$ cat config.mk
export PLATFORM = sky130hd
export DESIGN_NAME = vip_ycbcr444_rgb888
export DESIGN_NICKNAME = d
export VERILOG_FILES = /design/src/rtl/vip_ycbcr444_rgb888.sv
export SDC_FILE = /design/constraint.sdc
export NUM_CORES = 1
export LEC_CHECK = 0
export ABC_AREA = 1
export CAP_MARGIN = 20
export CELL_PAD_IN_SITES_DETAIL_PLACEMENT = 1
export CELL_PAD_IN_SITES_GLOBAL_PLACEMENT = 1
export CORE_ASPECT_RATIO = 2
export CORE_MARGIN = 2
export CORE_UTILIZATION = 45
export DETAILED_ROUTE_END_ITERATION = 8
export GPL_TIMING_DRIVEN = 0
export PLACE_DENSITY_LB_ADDON = 0.1
export SKIP_CTS_REPAIR_TIMING = 1
export SLEW_MARGIN = 20
export SYNTH_ARGS = -nofsm -noshare
export SYNTH_HDL_FRONTEND = slang
export SYNTH_SLANG_ARGS = --single-unit
$ cat constraint.sdc
create_clock -name clk -period 6.35 [get_ports clk]
set_input_delay 1.27 -clock clk [delete_from_list [all_inputs] [get_ports clk]]
set_output_delay 1.27 -clock clk [all_outputs]
set_load 0.03 [all_outputs]
$ cat src/rtl/vip_ycbcr444_rgb888.sv
// vip_ycbcr444_rgb888
// Pipelined YCbCr444 -> RGB888 converter (BT.601 full range, x1024 fixed point).
// Fixed latency of 3 clocks; camera-style framing travels alongside the data.
// Also counts valid output pixels per frame and reports the total at vsync fall.
//
// Ports:
//   clk, rst                    pixel clock, synchronous active-high reset
//   per_frame_vsync/href/clken  input framing
//   per_img_Y/Cb/Cr             input pixel (Cb/Cr offset 128)
//   post_frame_vsync/href/clken framing delayed by 3 clocks
//   post_img_red/green/blue     clamped RGB, forced to 0 outside href
//   frame_pixel_cnt             valid-pixel count of the last completed frame
//   frame_done                  one-clock pulse when frame_pixel_cnt updates
module vip_ycbcr444_rgb888 #(
    parameter int unsigned CNT_W = 21
) (
    input  logic             clk,
    input  logic             rst,
    input  logic             per_frame_vsync,
    input  logic             per_frame_href,
    input  logic             per_frame_clken,
    input  logic [7:0]       per_img_Y,
    input  logic [7:0]       per_img_Cb,
    input  logic [7:0]       per_img_Cr,
    output logic             post_frame_vsync,
    output logic             post_frame_href,
    output logic             post_frame_clken,
    output logic [7:0]       post_img_red,
    output logic [7:0]       post_img_green,
    output logic [7:0]       post_img_blue,
    output logic [CNT_W-1:0] frame_pixel_cnt,
    output logic             frame_done
);

    // Signed chroma offsets and stage-1 operands
    logic signed [8:0]  cb_s, cr_s;
    logic signed [20:0] cb_w, cr_w, y_w;

    assign cb_s = $signed({1'b0, per_img_Cb}) - 9'sd128;
    assign cr_s = $signed({1'b0, per_img_Cr}) - 9'sd128;
    assign cb_w = 21'(cb_s);
    assign cr_w = 21'(cr_s);
    assign y_w  = $signed({3'b000, per_img_Y, 10'b0});

    // Stage 1: scaled luma and the four chroma products
    logic signed [20:0] y_s1_q, r_cr_s1_q, g_cb_s1_q, g_cr_s1_q, b_cb_s1_q;
    // Stage 2: rounded sums
    logic signed [20:0] r_s2_q, g_s2_q, b_s2_q;
    // Stage 3: shifted and clamped
    logic [7:0] red_s3_q, green_s3_q, blue_s3_q;

    logic [2:0] vsync_sr_q, href_sr_q, clken_sr_q;

    // Negative sums clamp to 0; anything at or above 256*1024 clamps to 255.
    function automatic logic [7:0] clamp8(input logic signed [20:0] s);
        if (s[20]) begin
            return 8'h00;
        end else if (|s[19:18]) begin
            return 8'hff;
        end else begin
            return s[17:10];
        end
    endfunction

    always_ff @(posedge clk) begin
        if (rst) begin
            y_s1_q     <= '0;
            r_cr_s1_q  <= '0;
            g_cb_s1_q  <= '0;
            g_cr_s1_q  <= '0;
            b_cb_s1_q  <= '0;
            r_s2_q     <= '0;
            g_s2_q     <= '0;
            b_s2_q     <= '0;
            red_s3_q   <= '0;
            green_s3_q <= '0;
            blue_s3_q  <= '0;
            vsync_sr_q <= '0;
            href_sr_q  <= '0;
            clken_sr_q <= '0;
        end else begin
            y_s1_q     <= y_w;
            r_cr_s1_q  <= cr_w * 21'sd1436;
            g_cb_s1_q  <= cb_w * 21'sd352;
            g_cr_s1_q  <= cr_w * 21'sd731;
            b_cb_s1_q  <= cb_w * 21'sd1815;
            r_s2_q     <= y_s1_q + r_cr_s1_q + 21'sd512;
            g_s2_q     <= y_s1_q - g_cb_s1_q - g_cr_s1_q + 21'sd512;
            b_s2_q     <= y_s1_q + b_cb_s1_q + 21'sd512;
            red_s3_q   <= clamp8(r_s2_q);
            green_s3_q <= clamp8(g_s2_q);
            blue_s3_q  <= clamp8(b_s2_q);
            vsync_sr_q <= {vsync_sr_q[1:0], per_frame_vsync};
            href_sr_q  <= {href_sr_q[1:0], per_frame_href};
            clken_sr_q <= {clken_sr_q[1:0], per_frame_clken};
        end
    end

    assign post_frame_vsync = vsync_sr_q[2];
    assign post_frame_href  = href_sr_q[2];
    assign post_frame_clken = clken_sr_q[2];
    assign post_img_red     = post_frame_href ? red_s3_q   : 8'h00;
    assign post_img_green   = post_frame_href ? green_s3_q : 8'h00;
    assign post_img_blue    = post_frame_href ? blue_s3_q  : 8'h00;

    // Per-frame pixel counter
    logic [CNT_W-1:0] cnt_q, cnt_inc;
    logic             vsync_prev_q;
    logic             pix_valid, vsync_fall;

    assign pix_valid  = post_frame_href & post_frame_clken;
    assign vsync_fall = vsync_prev_q & ~post_frame_vsync;

    always_comb begin
        cnt_inc = cnt_q;
        if (pix_valid && !(&cnt_q)) begin
            cnt_inc = cnt_q + CNT_W'(1);
        end
    end

    always_ff @(posedge clk) begin
        if (rst) begin
            cnt_q           <= '0;
            vsync_prev_q    <= 1'b0;
            frame_pixel_cnt <= '0;
            frame_done      <= 1'b0;
        end else begin
            vsync_prev_q <= post_frame_vsync;
            frame_done   <= vsync_fall;
            if (vsync_fall) begin
                // Latched total includes a pixel valid in the fall cycle itself
                frame_pixel_cnt <= cnt_inc;
                cnt_q           <= '0;
            end else begin
                cnt_q <= cnt_inc;
            end
        end
    end

endmodule
==> flow_summary.yaml <==
outcome:
  run_status: "complete, no violations"
cells_and_area:
  layout_common_cells: "nand2_1 (438), inv_1 (391), ha_1 (223), nor2_1 (210), dfxtp_1 (176)"
  final_layout_size_suffix_gt1_frac: 0.03559
  mostFrequentLayoutCell: "nand2_1"
  antenna_cells: 0
  fin_nets: 2392
  synthToLayoutAreaGrowth_pct: 13.49
yosys:
  ys_ff_latch: 176
  ys_warn_count: 0
  syn_area_um2: 14260
  syn_inst: 1970
  synth_area_per_cell_um2: 7.239
  syn-num-nets: 2296
  synth-main-ff-cell: "dfxtp_1"
  async_flop_share: 0
  seq_area_frac_synth: 0.2471
  synth_edf_count: 0
  yosysUniqueCellTypes: 39
die:
  die_area_um2: 33220
  initial_core_util: 0.4538
  die_h_um: 255.8
  die_w_um: 129.9
  core_area_um2: 31430
  num_io_pins: 78
  rows: 92
setup_path:
  path_buf_inv: 8
  critical_path.top_delay_family: "adder cells"
  reg2regPathDepth: 11
  crit_path_top_delay_cell: "fa_1"
  critPathKind: "input port to flip-flop"
  worstPathRequired_ns: 6.71
  crit_top_cell: "inv_1"
  cp-start-kind: "input port"
  worstSetupPathDepth: 21
  rrSetupSlack_ns: 3.78
  critPathMaxStageDelay_ns: 0.53
  crit_chain: "clkbuf_2, clkbuf_1, inv_1, ha_1, inv_1, ha_1, inv_1, fa_1, inv_1, fa_1, inv_1, fa_1, inv_1, ha_1, a21oi_1, nand2_1, nand2_1, nand2_1, nand3_1, a21oi_1, nor2_1"
  cp_data_arrival_time_ns: 6.16
  crit_path_end_kind: "flip-flop"
  critPathMaxFanout: 9
sta:
  whs_ns: 0.4050
  slew_headroom: 0.4196
  min_period_ns: 5.795
  rsz0062_at_grt: "no"
  final-max-slew-violation-count: 0
  fin_crit_sh: 0.9126
  tns_ns: 0
  setup_viol_count_final: 0
  tightest_slew_ns: 0.8706
  fin_worst_skew_ns: 0.01313
  finalHoldViolations: 0
  fmax_mhz: 172.6
min_path:
  min_path_type: "flip-flop to flip-flop"
  whs_path_depth: 2
drt:
  drc: 0
  first_iter_violations: 366
  wl_per_cell_um: 17.21
  vias: 12751
  viasPerCell: 5.096
  final_antenna_net_count: 0
  firstDrtPassIters: 4
  totalWireLength_um: 43060
global_route:
  grt_max_degree: 20
  grt_pass1_vias: 13914
  gr-total-overflow: 0
  track_usage: 0.2692
  grt_first_pass_wirelength_um: 68760
  antenna_found_initial: 0
clock_tree:
  clkSinkCount: 176
  clockBufferDepth: 2
  numCtsBuffers: 17
  clk_pin_slew_ns: 0.08
  cts-root-buf: "clkbuf_16"
  clk_latency_ns: 0.45
  cts_tree: "built"
  cts_max_level: 4
placement:
  dp.final_hpwl_um: 36930
  io_buffers: 77
  place.gp.congestion: 0.9059
power_and_ir_drop:
  ir_drop_uv: 225.2
  p_int_mw: 3.017
  combPwrFrac: 0.557
  p_per_area_nw_per_um2: 352.9
  sw_frac_of_total: 0.4717
  p_sw_mw: 2.694
  pwr-share-seq: 0.249
  clockPowerShare: 0.193
  p_leak_nw: 8.503
job:
  maxCapViolations: 0
-- synth_stat cells (10+ instances only) --
master / number / area, um2
inv_1: 391 / 1468
o21ai_0: 62 / 310.3
a21oi_1: 164 / 820.8
nor2_1: 210 / 788.3
dfxtp_1: 176 / 3523
fa_1: 74 / 1481
nand2_1: 438 / 1644
clkbuf_1: 20 / 75.07
o21bai_1: 10 / 75.07
xor2_1: 13 / 113.9
nand3_1: 89 / 445.4
ha_1: 223 / 2790
nand2_2: 19 / 118.9
-- sequential cells by signal (all words and copies together), names as in the netlist --
| register | count |
|---|---|
| g_s2_q | 11 |
| frame_done | 1 |
| green_s3_q | 8 |
| b_s2_q | 11 |
| y_s1_q | 8 |
| vsync_sr_q | 3 |
| r_cr_s1_q | 14 |
| blue_s3_q | 8 |
| b_cb_s1_q | 12 |
| clken_sr_q | 3 |
| red_s3_q | 8 |
| g_cr_s1_q | 18 |
| href_sr_q | 3 |
| cnt_q | 21 |
| g_cb_s1_q | 14 |
| vsync_prev_q | 1 |
| r_s2_q | 11 |
| frame_pixel_cnt | 21 |
-- cell type report --
type                    count  area [um2]
clock inverters            14       188.9
clock buffers              18       439.2
multi-input cells        1373        9111
well taps                 423       529.3
inverters                 392        1471
repair buffers             77       765.7
flip-flops and latches    176        3523
fillers                  4098       15240
plain buffers              29       155.1
-- tightest hold or removal path, stage by stage, from the launching register on --
cell and delay, ns:
dfxtp_1 0.30, inv_1 0.04, nor2_1 0.03
-- layer usage --
layer,part of all wire,up-vias,wire (um),track usage
met5,0,-,0,0
met4,0.056,0,2429,0.1395
met3,0.014,97,591,0.02404
met2,0.59,196,25590,0.5643
met1,0.34,6119,14450,0.2363
li1,-,6339,-,-
-- power by group through the flow --
stage / clock network (mW) / logic [mW] / registers, mW
after floorplan: 0 / 2.30 / 1.41
after global placement: 0 / 3.05 / 1.44
after detailed placement: 0 / 3.15 / 1.45
after CTS: 1.13 / 3.20 / 1.43
after global routing: 1.17 / 3.66 / 1.44
final: 1.10 / 3.18 / 1.42
-- metrics by stage --
step	area (um2)	power, mW	util	setup WS, ns	instances
2_1_floorplan	14260	3.707	-	1.289	1970
3_3_place_gp	15560	4.489	0.4952	-0.4672	2470
3_5_place_dp	15560	4.602	0.4952	-0.5479	2470
4_1_cts	16190	5.750	0.5152	-0.07449	2502
5_1_grt	16180	6.269	0.5150	0.2111	2502
6_report	16180	5.712	0.5150	0.5547	2502
-- logic make-up (layout without fill, tap and decap cells) --
group / after synthesis / in the layout / share of synthesized area
and+or+nand+nor: 796 / 796 / 0.2298
xor gates and xnor gates: 22 / 22 / 0.01351
DFF: 176 / 176 / 0.2471
adders and majority gates: 297 / 297 / 0.2995
buffers and inverters: 421 / 530 / 0.1141
AOI/OAI and AO/OA: 258 / 258 / 0.09607
-- path summary, 6_finish.rpt --
path,startpoint,endpoint
worst min register to register,clken_sr_q[0],clken_sr_q[1]
worst max register to register,y_s1_q[17],g_s2_q[20]
worst min-delay path,clken_sr_q[0],clken_sr_q[1]
worst max-delay path,per_img_Cr[7],g_cr_s1_q[19]
No activity file was read; power rests on OpenSTA's default activity.
